## src/rtl/rx_buffer_pkg.sv

```systemverilog
// Shared widths and entry layout for the UART receive buffer.
// The Tx path reuses the same FIFO geometry.
package rx_buffer_pkg;

    localparam int unsigned MAX_UART_DATA_W = 8;
    localparam int unsigned FIFO_DEPTH      = 16;
    localparam int unsigned FIFO_ADDR_W     = 4;
    localparam int unsigned RX_ENTRY_W      = MAX_UART_DATA_W + 2;
    localparam int unsigned RX_ENT_PERR     = MAX_UART_DATA_W;
    localparam int unsigned RX_ENT_SERR     = MAX_UART_DATA_W + 1;

    // Bit layout matches RX_ENT_SERR / RX_ENT_PERR above.
    typedef struct packed {
        logic                       stop_err;
        logic                       parity_err;
        logic [MAX_UART_DATA_W-1:0] data;
    } rx_entry_t;

endpackage

```

## src/rtl/rx_buffer_if.sv

```systemverilog
// Rx-stage capture and register-side read signals of the receive buffer.
// The master side drives stimulus and reads; the slave side is the buffer itself.
interface rx_buffer_if;
    import rx_buffer_pkg::*;

    logic                       rx_done_i;
    logic [MAX_UART_DATA_W-1:0] rx_data_i;
    logic                       rx_parity_err_i;
    logic                       rx_stop_err_i;
    logic                       rd_en_i;
    logic                       flush_i;
    logic                       clr_overrun_i;
    logic [FIFO_ADDR_W:0]       thresh_i;

    logic                       rd_valid_o;
    logic [MAX_UART_DATA_W-1:0] rd_data_o;
    logic                       rd_parity_err_o;
    logic                       rd_stop_err_o;
    logic                       full_o;
    logic [FIFO_ADDR_W:0]       count_o;
    logic                       overrun_o;
    logic                       rx_irq_o;

    modport master (
        output rx_done_i, rx_data_i, rx_parity_err_i, rx_stop_err_i,
               rd_en_i, flush_i, clr_overrun_i, thresh_i,
        input  rd_valid_o, rd_data_o, rd_parity_err_o, rd_stop_err_o,
               full_o, count_o, overrun_o, rx_irq_o
    );

    modport slave (
        input  rx_done_i, rx_data_i, rx_parity_err_i, rx_stop_err_i,
               rd_en_i, flush_i, clr_overrun_i, thresh_i,
        output rd_valid_o, rd_data_o, rd_parity_err_o, rd_stop_err_o,
               full_o, count_o, overrun_o, rx_irq_o
    );

endinterface

```

## src/rtl/rx_buffer_sync_fifo.sv

```systemverilog
// Generic first-word-fall-through circular FIFO with wrap-bit pointers and an occupancy count.
// Also exposes the next-state count so wrappers can register level flags in step with count_o.
module sync_fifo #(
    parameter int unsigned WIDTH  = 10,
    parameter int unsigned DEPTH  = 16,
    parameter int unsigned ADDR_W = 4
) (
    input  logic              clk_i,
    input  logic              rst_i,
    input  logic              push_i,
    input  logic              pop_i,
    input  logic              flush_i,
    input  logic [WIDTH-1:0]  wr_data_i,
    output logic [WIDTH-1:0]  rd_data_o,
    output logic              empty_o,
    output logic              full_o,
    output logic [ADDR_W:0]   count_o,
    output logic [ADDR_W:0]   count_d_o
);

    localparam int unsigned PTR_W = ADDR_W + 1;

    logic [WIDTH-1:0] mem_q [DEPTH];
    logic [PTR_W-1:0] wr_ptr_q, wr_ptr_d;
    logic [PTR_W-1:0] rd_ptr_q, rd_ptr_d;
    logic [PTR_W-1:0] count_q, count_d;
    logic             empty_c, full_c, pop_ok_c, push_ok_c;

    assign empty_c = (wr_ptr_q == rd_ptr_q);
    assign full_c  = (wr_ptr_q[ADDR_W] != rd_ptr_q[ADDR_W]) &&
                     (wr_ptr_q[ADDR_W-1:0] == rd_ptr_q[ADDR_W-1:0]);

    // A pop frees the slot a same-cycle push needs, so push is legal when full if it pops.
    assign pop_ok_c  = pop_i & ~empty_c & ~flush_i;
    assign push_ok_c = push_i & (~full_c | pop_ok_c) & ~flush_i;

    always_comb begin
        wr_ptr_d = wr_ptr_q;
        rd_ptr_d = rd_ptr_q;
        count_d  = count_q;
        if (flush_i) begin
            rd_ptr_d = wr_ptr_q;
            count_d  = '0;
        end else begin
            if (push_ok_c) wr_ptr_d = wr_ptr_q + PTR_W'(1);
            if (pop_ok_c)  rd_ptr_d = rd_ptr_q + PTR_W'(1);
            if (push_ok_c && !pop_ok_c)      count_d = count_q + PTR_W'(1);
            else if (pop_ok_c && !push_ok_c) count_d = count_q - PTR_W'(1);
        end
    end

    always_ff @(posedge clk_i or posedge rst_i) begin
        if (rst_i) begin
            wr_ptr_q <= '0;
            rd_ptr_q <= '0;
            count_q  <= '0;
        end else begin
            wr_ptr_q <= wr_ptr_d;
            rd_ptr_q <= rd_ptr_d;
            count_q  <= count_d;
        end
    end

    // Storage is not reset; contents are only observable once written.
    always_ff @(posedge clk_i) begin
        if (push_ok_c) mem_q[wr_ptr_q[ADDR_W-1:0]] <= wr_data_i;
    end

    assign rd_data_o = mem_q[rd_ptr_q[ADDR_W-1:0]];
    assign empty_o   = empty_c;
    assign full_o    = full_c;
    assign count_o   = count_q;
    assign count_d_o = count_d;

endmodule

```

## src/rtl/rx_buffer.sv

```systemverilog
// UART receive buffer: one push per Rx done pulse into a FWFT FIFO,
// with sticky overrun and a fill-level interrupt.
module rx_buffer
    import rx_buffer_pkg::*;
(
    input  logic        clk_i,
    input  logic        rst_i,
    rx_buffer_if.slave  bus
);

    logic                 done_q;
    logic                 overrun_q, overrun_d;
    logic                 irq_q, irq_d;
    logic                 push_c, overrun_set_c;
    logic                 fifo_empty, fifo_full;
    logic [FIFO_ADDR_W:0] fifo_count, fifo_count_d;
    logic [RX_ENTRY_W-1:0] wr_entry, rd_entry;
    rx_entry_t            head;

    // Rising edge of done: a pulse held for several clocks yields one push.
    assign push_c = bus.rx_done_i & ~done_q;

    assign wr_entry = {bus.rx_stop_err_i, bus.rx_parity_err_i, bus.rx_data_i};

    sync_fifo #(
        .WIDTH  (RX_ENTRY_W),
        .DEPTH  (FIFO_DEPTH),
        .ADDR_W (FIFO_ADDR_W)
    ) u_fifo (
        .clk_i     (clk_i),
        .rst_i     (rst_i),
        .push_i    (push_c),
        .pop_i     (bus.rd_en_i),
        .flush_i   (bus.flush_i),
        .wr_data_i (wr_entry),
        .rd_data_o (rd_entry),
        .empty_o   (fifo_empty),
        .full_o    (fifo_full),
        .count_o   (fifo_count),
        .count_d_o (fifo_count_d)
    );

    // A character is lost only when full and no same-cycle pop makes room.
    assign overrun_set_c = push_c & fifo_full & ~(bus.rd_en_i & ~fifo_empty) & ~bus.flush_i;

    always_comb begin
        overrun_d = overrun_q;
        if (overrun_set_c)          overrun_d = 1'b1;
        else if (bus.clr_overrun_i) overrun_d = 1'b0;
        irq_d = (bus.thresh_i != '0) && (fifo_count_d >= bus.thresh_i);
    end

    always_ff @(posedge clk_i or posedge rst_i) begin
        if (rst_i) begin
            done_q    <= 1'b0;
            overrun_q <= 1'b0;
            irq_q     <= 1'b0;
        end else begin
            done_q    <= bus.rx_done_i;
            overrun_q <= overrun_d;
            irq_q     <= irq_d;
        end
    end

    assign head                = rx_entry_t'(rd_entry);
    assign bus.rd_valid_o      = ~fifo_empty;
    assign bus.rd_data_o       = head.data;
    assign bus.rd_parity_err_o = head.parity_err;
    assign bus.rd_stop_err_o   = head.stop_err;
    assign bus.full_o          = fifo_full;
    assign bus.count_o         = fifo_count;
    assign bus.overrun_o       = overrun_q;
    assign bus.rx_irq_o        = irq_q;

endmodule

```

## src/flat_wrapper.sv

```systemverilog
// flat-port wrapper written by rule: the top's interface ports become plain ports
module rx_buffer_flat import rx_buffer_pkg::*;
  (clk_i, rst_i, bus_rx_done_i, bus_rx_data_i, bus_rx_parity_err_i, bus_rx_stop_err_i, bus_rd_en_i, bus_flush_i, bus_clr_overrun_i, bus_thresh_i, bus_rd_valid_o, bus_rd_data_o, bus_rd_parity_err_o, bus_rd_stop_err_o, bus_full_o, bus_count_o, bus_overrun_o, bus_rx_irq_o);
  rx_buffer_if bus_i ();
  input  logic clk_i;
  input  logic rst_i;
  input wire logic [$bits(bus_i.rx_done_i)-1:0] bus_rx_done_i;
  input wire logic [$bits(bus_i.rx_data_i)-1:0] bus_rx_data_i;
  input wire logic [$bits(bus_i.rx_parity_err_i)-1:0] bus_rx_parity_err_i;
  input wire logic [$bits(bus_i.rx_stop_err_i)-1:0] bus_rx_stop_err_i;
  input wire logic [$bits(bus_i.rd_en_i)-1:0] bus_rd_en_i;
  input wire logic [$bits(bus_i.flush_i)-1:0] bus_flush_i;
  input wire logic [$bits(bus_i.clr_overrun_i)-1:0] bus_clr_overrun_i;
  input wire logic [$bits(bus_i.thresh_i)-1:0] bus_thresh_i;
  output wire logic [$bits(bus_i.rd_valid_o)-1:0] bus_rd_valid_o;
  output wire logic [$bits(bus_i.rd_data_o)-1:0] bus_rd_data_o;
  output wire logic [$bits(bus_i.rd_parity_err_o)-1:0] bus_rd_parity_err_o;
  output wire logic [$bits(bus_i.rd_stop_err_o)-1:0] bus_rd_stop_err_o;
  output wire logic [$bits(bus_i.full_o)-1:0] bus_full_o;
  output wire logic [$bits(bus_i.count_o)-1:0] bus_count_o;
  output wire logic [$bits(bus_i.overrun_o)-1:0] bus_overrun_o;
  output wire logic [$bits(bus_i.rx_irq_o)-1:0] bus_rx_irq_o;
  assign bus_i.rx_done_i = bus_rx_done_i;
  assign bus_i.rx_data_i = bus_rx_data_i;
  assign bus_i.rx_parity_err_i = bus_rx_parity_err_i;
  assign bus_i.rx_stop_err_i = bus_rx_stop_err_i;
  assign bus_i.rd_en_i = bus_rd_en_i;
  assign bus_i.flush_i = bus_flush_i;
  assign bus_i.clr_overrun_i = bus_clr_overrun_i;
  assign bus_i.thresh_i = bus_thresh_i;
  assign bus_rd_valid_o = bus_i.rd_valid_o;
  assign bus_rd_data_o = bus_i.rd_data_o;
  assign bus_rd_parity_err_o = bus_i.rd_parity_err_o;
  assign bus_rd_stop_err_o = bus_i.rd_stop_err_o;
  assign bus_full_o = bus_i.full_o;
  assign bus_count_o = bus_i.count_o;
  assign bus_overrun_o = bus_i.overrun_o;
  assign bus_rx_irq_o = bus_i.rx_irq_o;
  rx_buffer u_core (.clk_i(clk_i), .rst_i(rst_i), .bus(bus_i));
endmodule
```

## config.mk

```make
export PLATFORM = sky130hd
export DESIGN_NAME = rx_buffer_flat
export DESIGN_NICKNAME = d
export VERILOG_FILES = /design/src/rtl/rx_buffer_pkg.sv /design/src/rtl/rx_buffer_if.sv /design/src/rtl/rx_buffer_sync_fifo.sv /design/src/rtl/rx_buffer.sv /design/src/flat_wrapper.sv
export SDC_FILE = /design/constraint.sdc
export NUM_CORES = 1
export LEC_CHECK = 0
export BUFFER_PORTS_ARGS = -buffer_cell sky130_fd_sc_hd__buf_2
export CORE_ASPECT_RATIO = 0.9
export CORE_UTILIZATION = 35
export CTS_CLUSTER_DIAMETER = 120
export DETAILED_ROUTE_END_ITERATION = 16
export PLACE_DENSITY = 0.49
export SYNTH_ARGS = -nofsm -noshare
export SYNTH_HDL_FRONTEND = slang
export SYNTH_SLANG_ARGS = --single-unit
```

## constraint.sdc

```tcl
create_clock -name clk_i -period 3.7 [get_ports clk_i]
set_clock_uncertainty 0.15 [all_clocks]
set_input_delay 0.74 -clock clk_i [delete_from_list [all_inputs] [get_ports clk_i]]
set_output_delay 0.74 -clock clk_i [all_outputs]
set_load 0.03 [all_outputs]
```

# After elaboration in Yosys (flattened, before gate mapping)
# Memory sizes are Yosys's and may differ from the RTL's.
# Index checks and enable logic that the tools add are counted.
# word_totals
regBits	18
ramBits	160
inputBits	21
out_inout_bits	19
elab_cells	48
mem_count	1
# mem_list
memory	depth	width	read_ports	rd_ports_with_merged_regs	wr	line	source
u_core.u_fifo.mem_q	16	10	1	0	1	rx_buffer_sync_fifo.sv:23	logic [WIDTH-1:0] mem_q [DEPTH];
# classes
addsub	4
n_lt_le_gt_ge	1
n_eq_ne	3
muxes	9
n_bitwise	14
n_reduce_logical	10
# op_table
cell	n
5-bit 2-to-1 mux	5
5-bit by 1-bit adder with 5-bit output, second input constant	3
1-bit bitwise AND	8
5-bit == test	1
5-bit greater-or-equal comparator	1
1-bit NOT	5
5-bit nonzero test	1
5-bit by 1-bit subtractor with 5-bit output, second input constant	1
4-bit == test	1
1-bit logical AND	4
1-bit 2-to-1 mux	4
2-bit nonzero test	2
1-bit logical NOT	2
2-bit AND reduction	1
1-bit inequality test	1
1-bit OR	1

# Logic depth before layout (Yosys ltp)
# logic_depth
depth_word	14
depth_mapped	13
depth_no_buf	11

# Modules after synthesis
# Synthesis repeated with hierarchy kept, for this count alone.
# hier_totals
cells_unflattened	414
area_unflattened_um2	7553.5
# by_module_without_submodules
module	instances	cells_each	area_per_inst_um2	seq_area_each_um2
sync_fifo	1	387	7314.5	5180.0
rx_buffer	1	27	239.0	75.1

# Worst setup path before layout
# No wires, ideal clock.
# synth_path
path_kind	input to register
from	input port bus_flush_i
to	memory u_core.u_fifo.mem_q[0][0] (enable)
setup_ns	0.376
arrival_time_ns	2.436
required_ns	3.174
slack_ns	0.738
cell_stages	5
path_buffers	1
cell_sequence	buf_2 -> or3b_1 -> a21oi_4 -> or3b_1 -> nor2_1
# synth_via
elab_chain_len	7
# synth_rtl
item	line	source
start: declaration	flat_wrapper.sv:12	input wire logic [$bits(bus_i.flush_i)-1:0] bus_flush_i;
1-bit NOT (no line) (*)	--	
1-bit bitwise AND	rx_buffer_sync_fifo.sv:34	assign pop_ok_c = pop_i & ~empty_c & ~flush_i;
1-bit OR	rx_buffer_sync_fifo.sv:35	assign push_ok_c = push_i & (~full_c | pop_ok_c) & ~flush_i;
1-bit bitwise AND	rx_buffer_sync_fifo.sv:35	
1-bit bitwise AND (*)	rx_buffer_sync_fifo.sv:35	
1-bit 2-to-1 mux (*)	rx_buffer_sync_fifo.sv:66	if (push_ok_c) mem_q[wr_ptr_q[ADDR_W-1:0]] <= wr_data_i;
1-bit 2-to-1 mux (implied by the code) (*)	rx_buffer_sync_fifo.sv:66	
end: declaration	rx_buffer_sync_fifo.sv:23	
# Mark *: on every way between the ends. The rest lies on a longest branch, timed or not.

# Worst setup path in the final report
# layout_path
from	register u_core.u_fifo.rd_ptr_q[0]
to	output port bus_rd_stop_err_o
# layout_via
elab_chain_len	1
# layout_rtl
item	line	source
start: declaration	rx_buffer_sync_fifo.sv:25	logic [PTR_W-1:0] rd_ptr_q, rd_ptr_d;
start signal: assignment	rx_buffer_sync_fifo.sv:59	rd_ptr_q <= rd_ptr_d;
memory 16 x 10 bit	--	
end: declaration	flat_wrapper.sv:18	output wire logic [$bits(bus_i.rd_stop_err_o)-1:0] bus_rd_stop_err_o;
# Every way passes these cells.

==> impl_metrics.toml <==
[critical_path]
ff2ff_setup_slack_ps = 710
worst_ep_required_time_ps = 2810
worstPathMaxFanout = 14
worst_setup_path_startpoint = "u_core.u_fifo.rd_ptr_q[0]"
start_kind = "register"
crit-reg2reg-capture = "u_core.bus.rx_irq_o"
crit_path_end = "bus_rd_stop_err_o"
r2r-start = "u_core.u_fifo.rd_ptr_q[0]"
cp.arrival_ps = 2640
worst-r2r-cell-count = 11
endpoint_kind_of_the_worst_setup_timing_path = "primary output"
timing_worst_setup_path_type = "reg2out"

[synth]
synth.cell_area_mm2 = 0.00746
synth_nets = 439
synth_xor_area_share_pct = 1.75
synth_edf_count = 160
synth-seq-cells = 178
post_synth_and_or_nand_nor_area_fraction_pct = 4.68
synth_fa_ha_area_share_pct = 2.01
post_synth_most_frequent_cells = "160 x edfxtp_1, 39 x mux4_2, 18 x dfrtp_1"
yosys-top-cells-area = "edfxtp_1 64%, mux4_2 12%, dfrtp_1 6.0%"
yosys.cell_count.top_type = "edfxtp_1"
yosysTopAreaCell = "edfxtp_1"
synthMuxAreaShare_pct = 14.5
yosys_warnings = 0
syn_avg_cell_area_um2 = 18.4
synth-compound-area-share_pct = 4.09
synth_cell_type_count = 43
synth.yosys.seq_area_share_pct = 70.5
async_reset_ff_share_pct = 10.1
synth_top_cell_area_share_pct = 64.4
synth_cells = 406
synth_flop_cell = "edfxtp_1"
synth_top_family_by_area = "multiplexers"

[power_and_ir_drop]
internal_power_w = 0.00409
total_switching_power_w = 0.00212
peakVddDrop_mv = 0.385
power.share.clock_pct = 27.4
power.share.combinational_pct = 32.7
power.switching_fraction_pct = 34.1
total_leakage_power_nw = 2.95
power.density_mw_per_mm2 = 724
power_frac_seq_pct = 39.8

[die]
placeableCoreArea_mm2 = 0.0208
initial_standard_cell_utilization_of_the_core_pct = 35.8
std_cell_rows = 50
die_h_um = 140
area_of_the_die_mm2 = 0.0219
die_width_um = 156
ios = 40

[layout]
drive_above_1_share_pct = 27.8
n_antenna_cell = 0
num-nets-final = 492
flow.area_growth_from_synthesis_pct = 15.1

[timing]
post-route-period-util_pct = 95.3
worst-slew-pin-transition_ps = 728
finalHoldViolations = 0
timing.slew.headroom_pct = 51.4
setup_viol = 0
achievable-frequency_mhz = 284
report.final.slew_viol_count = 0
finalWorstPathRequiredPeriod_ps = 3530
setup_total_negative_slack_ps = 0
whs_ps = 282
setup_repair_after_global_routing_missed_its_margin = "no"

[run_status]
run_status = "completed"

[placement]
gp_congestion = 0.724
buffer_ports.inserted = 39
dpl.hpwl_um = 9500

[clock_tree]
cts_hold_buf = 0
cts.repair_timing.setup_buffer_count = 0
cts-htree-levels = 4
longest_clk_path_bufs = 2
cts_inserted_buffers = 17
cts_num_sinks = 178
worst_skew_pair.late_latency_ps = 420
root_buffer = "clkbuf_16"
cts.reportedPaths.clkPinSlew_ps = 70
cts_tree = "built"
cts_resized = 0

[drt]
route.detailed.vias_per_inst = 4.85
average_wire_per_cell_in_the_routed_design_um = 20.0
drc = 0
drt-initial-drc-count = 194
wirelength_um = 15200
antenna_left = 0
drt_first_pass_iters = 4
via_count = 3679

[global_routing]
groute.usage.overall_pct = 14.9
grt_max_degree = 44
via_count_of_the_first_global_routing_pass = 3752
grt_first_pass_wirelength_um = 23100
grt_antenna_before_repair = 0
overflow = 0

[min_path]
worst_hold_path_type = "in2async"

[flow_run]
drv.max_cap_violation_count = 0
worst min path at each step:
stage / endpoint / slack, ps
global placement: u_core.bus.overrun_o / 360
detailed placement: u_core.bus.overrun_o / 340
CTS: u_core.done_q / 280
floorplan: u_core.u_fifo.wr_ptr_q[2] / 390
global route: u_core.done_q / 290
finish: u_core.u_fifo.count_o[0] / 280
cell usage in the layout (no fill, tap or decap), types with 11 or more instances in the layout:
master / count
mux4_2: 39
edfxtp_1: 160
clkbuf_16: 17
a211oi_1: 11
dfrtp_1: 17
buf_2: 39
ha_1: 12
nor2_1: 13
a21oi_1: 16
inv_1: 16
mux2i_1: 14
buf_4: 16
nor2b_1: 12
power by group through the flow:
stage	clock, W	combinational [W]	sequential [W]
after global routing	0.00181	0.00221	0.00250
final	0.00170	0.00203	0.00247
after floorplan	0	0.00154	0.00248
after detailed placement	0	0.00207	0.00252
after global placement	0	0.00207	0.00252
after CTS	0.00174	0.00208	0.00248
critical path, stage by stage (launching register included):
cell      delay (ps)
dfrtp_2          680
mux4_1           610
nor2b_1          150
a211oi_1         420
a21oi_1          130
buf_2            210
kinds of logic after synthesis:
| group | Yosys count |
|---|---|
| AOI/OAI and AO/OA | 44 |
| and+or+nand+nor | 63 |
| xor gates and xnor gates | 14 |
| buffers and inverters | 38 |
| DFF | 178 |
| muxes | 57 |
| adders and majority gates | 12 |
stage by stage:
step	std cells	total power (W)	instance area [um^2]	worst slack, ps	util, %
after global placement	726	0.00459	8030	556	38.5
after floorplan	406	0.00402	7460	738	-
final	758	0.00621	8580	173	41.2
after CTS	758	0.00630	8580	110	41.2
after detailed placement	726	0.00460	8030	538	38.5
after global routing	758	0.00651	8580	21.5	41.2
per-layer routing:
metal / track usage [%] / share of wire, %
met3: 3.34 / 2.7
met5: 0 / 0
met1: 21.1 / 48
met2: 23.0 / 49
met4: 3.97 / 0.44
registers in the layout, indices dropped and copies added, names as in the netlist:
name and flops:
u_core.bus.overrun_o 1, u_core.bus.rx_irq_o 1, u_core.done_q 1, u_core.u_fifo.count_o 5, u_core.u_fifo.mem_q 160, u_core.u_fifo.rd_ptr_q 5
u_core.u_fifo.wr_ptr_q 5
layout make-up:
class | count | area (um^2)
clock buffer | 18 | 429
clock inverter | 14 | 129
fill | 1884 | 12200
inverter | 16 | 60.1
multi-input combinational | 190 | 2020
sequential | 178 | 5260
tap | 286 | 358
timing repair buffer | 56 | 335
Note: power is estimated with default switching activity, not from simulation.
